File: src/rtl/alu_issue_arbiter.sv
// Round-robin arbiter sharing the ALU pipe among NREQ issue requesters.
// The winner is captured in an output register that follows the ALU stage's stall/flush rules.
module alu_issue_arbiter #(
    parameter int unsigned NREQ = 4,
    parameter int unsigned IDW  = $clog2(NREQ),
    parameter int unsigned UOPW = 32
) (
    input  logic                       clk,
    input  logic                       rst_n,
    input  logic [NREQ-1:0]            i_req_valid,
    input  logic [NREQ-1:0][UOPW-1:0]  i_req_uop,
    input  logic [NREQ-1:0][31:0]      i_req_op1,
    input  logic [NREQ-1:0][31:0]      i_req_op2,
    output logic [NREQ-1:0]            o_req_ready,
    input  logic                       i_stall,
    input  logic                       i_flush,
    output logic                       o_valid,
    output logic [UOPW-1:0]            o_uop,
    output logic [31:0]                o_op1,
    output logic [31:0]                o_op2,
    output logic [IDW-1:0]             o_grant_id
);

    logic            valid_q, valid_d;
    logic [UOPW-1:0] uop_q, uop_d;
    logic [31:0]     op1_q, op1_d;
    logic [31:0]     op2_q, op2_d;
    logic [IDW-1:0]  grant_id_q, grant_id_d;
    logic [IDW-1:0]  rr_ptr_q, rr_ptr_d;

    logic            load_en;
    logic            win_found;
    logic [IDW-1:0]  win_id;
    int unsigned     scan_idx;

    assign load_en = (!i_stall || !valid_q) && !i_flush;

    // Scan from rr_ptr upward, wrapping by subtraction instead of a modulo.
    always_comb begin
        win_found = 1'b0;
        win_id    = '0;
        scan_idx  = 0;
        for (int unsigned k = 0; k < NREQ; k++) begin
            scan_idx = 32'(rr_ptr_q) + k;
            if (scan_idx >= NREQ) begin
                scan_idx = scan_idx - NREQ;
            end
            if (!win_found && i_req_valid[IDW'(scan_idx)]) begin
                win_found = 1'b1;
                win_id    = IDW'(scan_idx);
            end
        end
    end

    // Ready is gated by rst_n so nothing looks accepted while reset is held.
    always_comb begin
        o_req_ready = '0;
        if (rst_n && load_en && win_found) begin
            o_req_ready[win_id] = 1'b1;
        end
    end

    always_comb begin
        valid_d    = valid_q;
        uop_d      = uop_q;
        op1_d      = op1_q;
        op2_d      = op2_q;
        grant_id_d = grant_id_q;
        rr_ptr_d   = rr_ptr_q;
        if (i_flush) begin
            valid_d = 1'b0;
            uop_d   = '0;
            op1_d   = '0;
            op2_d   = '0;
        end else if (load_en) begin
            if (win_found) begin
                valid_d    = 1'b1;
                uop_d      = i_req_uop[win_id];
                op1_d      = i_req_op1[win_id];
                op2_d      = i_req_op2[win_id];
                grant_id_d = win_id;
                if (win_id == IDW'(NREQ - 1)) begin
                    rr_ptr_d = '0;
                end else begin
                    rr_ptr_d = IDW'(win_id + 1'b1);
                end
            end else begin
                valid_d = 1'b0;
            end
        end
    end

    always_ff @(posedge clk or negedge rst_n) begin
        if (!rst_n) begin
            valid_q    <= 1'b0;
            uop_q      <= '0;
            op1_q      <= '0;
            op2_q      <= '0;
            grant_id_q <= '0;
            rr_ptr_q   <= '0;
        end else begin
            valid_q    <= valid_d;
            uop_q      <= uop_d;
            op1_q      <= op1_d;
            op2_q      <= op2_d;
            grant_id_q <= grant_id_d;
            rr_ptr_q   <= rr_ptr_d;
        end
    end

    assign o_valid    = valid_q;
    assign o_uop      = uop_q;
    assign o_op1      = op1_q;
    assign o_op2      = op2_q;
    assign o_grant_id = grant_id_q;

endmodule

File: config.mk
export PLATFORM = sky130hd
export DESIGN_NAME = alu_issue_arbiter
export DESIGN_NICKNAME = d
export VERILOG_FILES = /design/src/rtl/alu_issue_arbiter.sv
export SDC_FILE = /design/constraint.sdc
export NUM_CORES = 1
export LEC_CHECK = 0
export BUFFER_PORTS_ARGS = -buffer_cell sky130_fd_sc_hd__buf_2
export CELL_PAD_IN_SITES_DETAIL_PLACEMENT = 1
export CELL_PAD_IN_SITES_GLOBAL_PLACEMENT = 2
export CORE_AREA = 2 2 193 195
export CTS_BUF_LIST = sky130_fd_sc_hd__clkbuf_8
export DETAILED_ROUTE_END_ITERATION = 16
export DIE_AREA = 0 0 195 197
export HOLD_SLACK_MARGIN = 0.1
export PLACE_DENSITY_LB_ADDON = 0.1
export SLEW_MARGIN = 20
export SYNTH_ARGS = -nofsm -noshare
export SYNTH_HDL_FRONTEND = slang
export SYNTH_SLANG_ARGS = --single-unit
export TNS_END_PERCENT = 5
File: constraint.sdc
create_clock -name clk -period 2.3 [get_ports clk]
set_input_delay 0.345 -clock clk [delete_from_list [all_inputs] [get_ports clk]]
set_output_delay 0.345 -clock clk [all_outputs]
set_load 0.005 [all_outputs]
## After elaboration in Yosys (flattened, before gate mapping)

Index checks and enable logic that the tools add are counted.

- Output and inout port bits: 103
- Latch bits: 0
- Input bits: 392
- Memory bits (writable): 0
- Logic and storage cells: 86
- Memories: 0
- Memory bits (read-only): 0
- Register bits: 101

- Divide/modulo/power cells: 0
- $mul: 0
- Order comparisons: 10
- Reduce and logical (&&, ||, !) cells: 18
- $add $sub $neg: 8
- Multiplexer cells: 42
- Bitwise operators: 1
- Shifts and indexed selects: 0
- Equal/unequal tests: 1

Operator list:

| operator | number |
|---|---|
| $mux W32 | 12 |
| $bmux W32 S2 | 3 |
| $mux W2 | 9 |
| $lt A2 B3 Y1 const B | 5 |
| $mux W1 | 12 |
| $ge A3 B3 Y1 const B | 3 |
| $bmux W1 S2 | 4 |
| $sub A2 B1 Y2 const B | 4 |
| $logic_and A1 B1 Y1 | 7 |
| $add A2 B2 Y3 const B | 2 |
| $logic_not A1 Y1 | 6 |
| $mux W4 | 1 |
| $reduce_bool A2 Y1 | 2 |
| $add A2 B1 Y3 const B | 1 |
| $ge A2 B3 Y1 const B | 1 |
| $reduce_and A3 Y1 | 1 |
| $add A2 B1 Y2 const B | 1 |
| $demux W1 S2 | 1 |
| $eq A2 B2 Y1 const B | 1 |
| $ge A2 B1 Y1 const B | 1 |
| $reduce_and A2 Y1 | 1 |
| $logic_or A1 B1 Y1 | 1 |
| $not A1 Y1 | 1 |

## Longest topological paths before layout

- Depth in word-level cells: 19
- Depth in mapped cells: 9

## Least setup slack after synthesis

Ideal clock, no wire load.

- Path kind: flip-flop to output port
- Start point: register rr_ptr_q[1]
- End point: output port o_req_ready[0]
- Data required time: 1955 ps
- Arrival: 1693 ps
- Stages on the path, launching flop included: 8
- Slack: 262 ps
- Path through: dfrtp_1 a21bo_2 a221oi_2 inv_2 buf_2 buf_2 ha_1 and3_1

- Cells in the longest elaborated chain, start to end: 19
- Elaborated cells between the ends (all ways): 44
- Those cells by class: add/sub (7); order compare (6); mux (23); reduce/logical (8)

Ends and longest elaborated chain:

| element | RTL line | source |
|---|---|---|
| start: declaration | 29 | `logic [IDW-1:0] rr_ptr_q, rr_ptr_d;` |
| start signal: assignment | 107 | `rr_ptr_q <= rr_ptr_d;` |
| parallel branches: the longest is 18 deep, another holds $add A2 B1 Y3 | n/a |  |
| $mux W4 * | 58 | `if (rst_n && load_en && win_found) begin` |
| end: declaration | 14 | `output logic [NREQ-1:0] o_req_ready,` |

Every way passes the cells marked *. The select of a mux whose other input is x is not followed.

## Worst setup path in the final report

- Start point: register rr_ptr_q[1]
- End point: output port o_req_ready[3]

The elaborated chain is that of the path after synthesis.

==> flow_summary_export.csv <==
group,metric,value,unit
routing,topRoutingLayerUsed,"met5",
setup_path,slowest_stage,"sky130_fd_sc_hd__dfrtp_2",
clocking,clkLatencyLatePin,0.42,ns
clocking,clock_pin_slew_reported_for_the_worst_setup_and_hold_paths_after_clock_tree_synthesis,0.10,ns
timing,timing.fmax,0.410,GHz
finish,post-route-util,0.278,
hold_path,hold_class,"primary input to flip-flop",
routing,initialDrtViolationCount,245,
synth,synthesis.nets,1285,
routing,met1Wirelength,15.2,mm
clocking,clkSinkCount,101,
synth,synth-main-ff-cell,"sky130_fd_sc_hd__dfrtp_1",
global_routing,grt_use_total,0.194,
outcome,outcome,"complete, but fails checks",
setup_path,minimum_setup_slack_among_reg_to_reg_paths,-0.03,ns
timing,maxSlewViolCount,0,
timing,setup_tns,-0.650,ns
place,detailed_place_hpwl,28.9,mm
floorplanning,die-width,195,um
timing,fin_crit_sh,1.06,
pwr,p_leak,5.97,nW
timing,maxSlewHeadroom,0.630,
routing,first_drt_pass_iteration_count,4,
hold_path,hp-start,"i_flush",
setup_path,cp_data_required_time,1.96,ns
pwr,ir_worst_vdd,0.250,mV
routing,finalWirelength,38.1,mm
place,routabilityCongestion,0.801,
pwr,pwr_density_cell,774,mW/mm^2
timing,timing.final.hold_violations,0,
synth,synth_area_per_cell,7.20,um^2
clocking,ctsHtreeMaxLevel,3,
floorplanning,io-pin-count,495,
synth,synth_sequential_area_ratio,0.395,
finish,most-common-layout-cells,"sky130_fd_sc_hd__buf_2, sky130_fd_sc_hd__nand2_1, sky130_fd_sc_hd__a21oi_1, sky130_fd_sc_hd__dfrtp_1, sky130_fd_sc_hd__a211o_1",
setup_path,most_frequent_cell_on_the_critical_path,"sky130_fd_sc_hd__buf_6",
setup_path,setup.worst_path.end_class,"output port",
synth,synth.ff_latch_count,101,
floorplanning,die_h,197,um
synth,postSynthCellCount,889,
global_routing,grt_pass1_vias,8807,
global_routing,grt_max_degree,66,
timing,post-route-min-period,2.44,ns
setup_path,cp_slowest_stage_delay,0.47,ns
hold_path,worstHoldPathCells,2,
routing,met2WireLength,19.3,mm
routing,wl_met3,3.26,mm
routing,drt-wirelength-per-cell,20.6,um
setup_path,regToRegStartpoint,"rr_ptr_q[1]",
finish,area_growth_syn_to_layout,57.5,%
routing,drcViolationCount,0,
synth,synth-edff-count,0,
place,place_worst_setup_slack,0.0495,ns
timing,finalSetupViolations,20,
hold_path,holdPathEnd,"o_valid",
timing,worst_clock_skew_on_the_final_layout,0.00731,ns
routing,count_of_antenna_violating_nets_left_after_detailed_routing,0,
global_routing,wire_length_of_the_first_global_routing_pass,55.9,mm
setup_path,crit_type,"flip-flop to output port",
synth,post_synth_num_cell_types,25,
timing,timing.final.ws_setup,-0.141,ns
timing,unrepaired_setup_endpoints_after_global_routing,"yes",
finish,filler_free_cell_count_of_the_finished_design,1852,
synth,synth_area,0.00640,mm^2
global_routing,globalRouteOverflowTotal,0,
setup_path,crit_path_start_kind,"flip-flop",
clocking,clock_buffers_created_by_tritoncts,9,
clocking,tritoncts_clock_tree,"built",
floorplanning,die_outline_area,0.0384,mm^2
synth,async_flop_share,1.00,
clocking,clk_root_buffer_cell,"sky130_fd_sc_hd__clkbuf_8",
global_routing,antenna_violations_before_repair,17,
routing,routed-via-count,8228,
synth,ys.warnings.count,0,
place,numPortBuffers,494,
setup_path,crit_chain,"mux2i_4 -> a221oi_4 -> buf_6 -> buf_12 -> ha_4 -> and3_4 -> buf_6",
clocking,clk_path_buf_depth,2,
place,placed_cells,1810,
finish,mostFrequentLayoutCell,"sky130_fd_sc_hd__buf_2",
setup_path,crit-reg2reg-capture,"o_op1[30]",
floorplanning,floorplan.initialDensity,0.177,
finish,final_layout_size_suffix_gt1_frac,0.424,
finish,layout.nets,1764,
setup_path,critical_path_peak_fanout,5,
job,drv.max_cap_violation_count,0,
timing,worst_pin_slew,0.554,ns
routing,drt-vias-per-instance,4.44,
floorplanning,rows,70,
setup_path,r2r.worst_path.cells,10,
floorplanning,core_region_area,0.0363,mm^2
setup_path,crit_start,"rr_ptr_q[1]",
setup_path,worst_ep_arrival_time,2.10,ns
outcome,violations,"negative setup slack",
## critical path, delay by kind of cell (launching register included)
kind,cells,cell delay (ns)
DFF,1,0.47
muxes,1,0.21
and+or+nand+nor,1,0.18
AOI/OAI and AO/OA,1,0.28
adders and majority gates,1,0.12
buffers and inverters,3,0.42
## power by group
| part | leakage, nW | switching, mW | internal [mW] |
|---|---|---|---|
| clock network | 0.105 | 0.755 | 0.523 |
| registers | 1.33 | 0.275 | 2.22 |
| logic | 4.54 | 2.30 | 1.74 |
| total | 5.97 | 3.32 | 4.48 |
## worst max-delay path by stage
stage                     slack, ns  cells past startpoint        endpoint
after floorplan                0.26                      7  o_req_ready[0]
after global placement         0.08                      7  o_req_ready[0]
after detailed placement       0.05                      8       o_op2[27]
after CTS                     -0.15                      7  o_req_ready[1]
after global routing          -0.25                      7  o_req_ready[3]
final                         -0.14                      7  o_req_ready[3]
## logic make-up after synthesis
kind of cell,share of synthesized area
buffers and inverters,0.0576
AOI/OAI and AO/OA,0.295
muxes,0.00156
and+or+nand+nor,0.244
DFF,0.395
adders and majority gates,0.00781
## synthesized netlist by cell type, types with 2 or more instances
library cell	count	share of area
sky130_fd_sc_hd__buf_4	3	0.0035
sky130_fd_sc_hd__a21o_1	3	0.0035
sky130_fd_sc_hd__clkbuf_1	22	0.013
sky130_fd_sc_hd__nand2_1	392	0.23
sky130_fd_sc_hd__dfrtp_1	101	0.39
sky130_fd_sc_hd__nor3b_1	2	0.0023
sky130_fd_sc_hd__and3_1	4	0.0039
sky130_fd_sc_hd__inv_1	4	0.0023
sky130_fd_sc_hd__ha_1	4	0.0078
sky130_fd_sc_hd__buf_2	49	0.038
sky130_fd_sc_hd__a211o_1	96	0.13
sky130_fd_sc_hd__a21oi_1	196	0.15
## routing by layer
metal | up-vias | GRT usage
met5 | - | 0
met4 | 14 | 0.0495
met3 | 30 | 0.0755
met2 | 312 | 0.341
met1 | 3885 | 0.220
li1 | 3987 | -
## registers in the layout (all words and copies together) (netlist names)
signal / cells
rr_ptr_q: 2
o_uop: 32
o_op2: 32
o_grant_id: 2
o_op1: 32
o_valid: 1
## repair_timing
action | CTS | global route
hold buffers | 1 | 0
gates cloned | 1 | 0
endpoints found under the setup margin | 4 | 97
pin swaps | 3 | 0
buffers inserted | 13 | 0
hold endpoints to repair | 79 | 0
gates resized for setup | 26 | 15
## area by class of cell
type	count	area, um^2
Antenna cell	11	27.5
Clock buffer	10	138
Clock inverter	6	55.1
Fill cell	4558	26200
Inverter	5	35.0
Multi-Input combinational cell	709	3650
Sequential cell	101	2530
Tap cell	468	586
Timing Repair Buffer	541	3060
Timing Repair inverter	1	8.76
## stage by stage
step	hold WS (ns)	power (mW)	cell area, um^2
floorplan	0.0494	4.48	6400
global placement	0.459	6.34	9570
detailed placement	0.470	6.35	9570
CTS	0.110	7.95	9990
global route	0.125	8.48	10100
finish	0.158	7.81	10100
(Power assumes the default switching activity.)
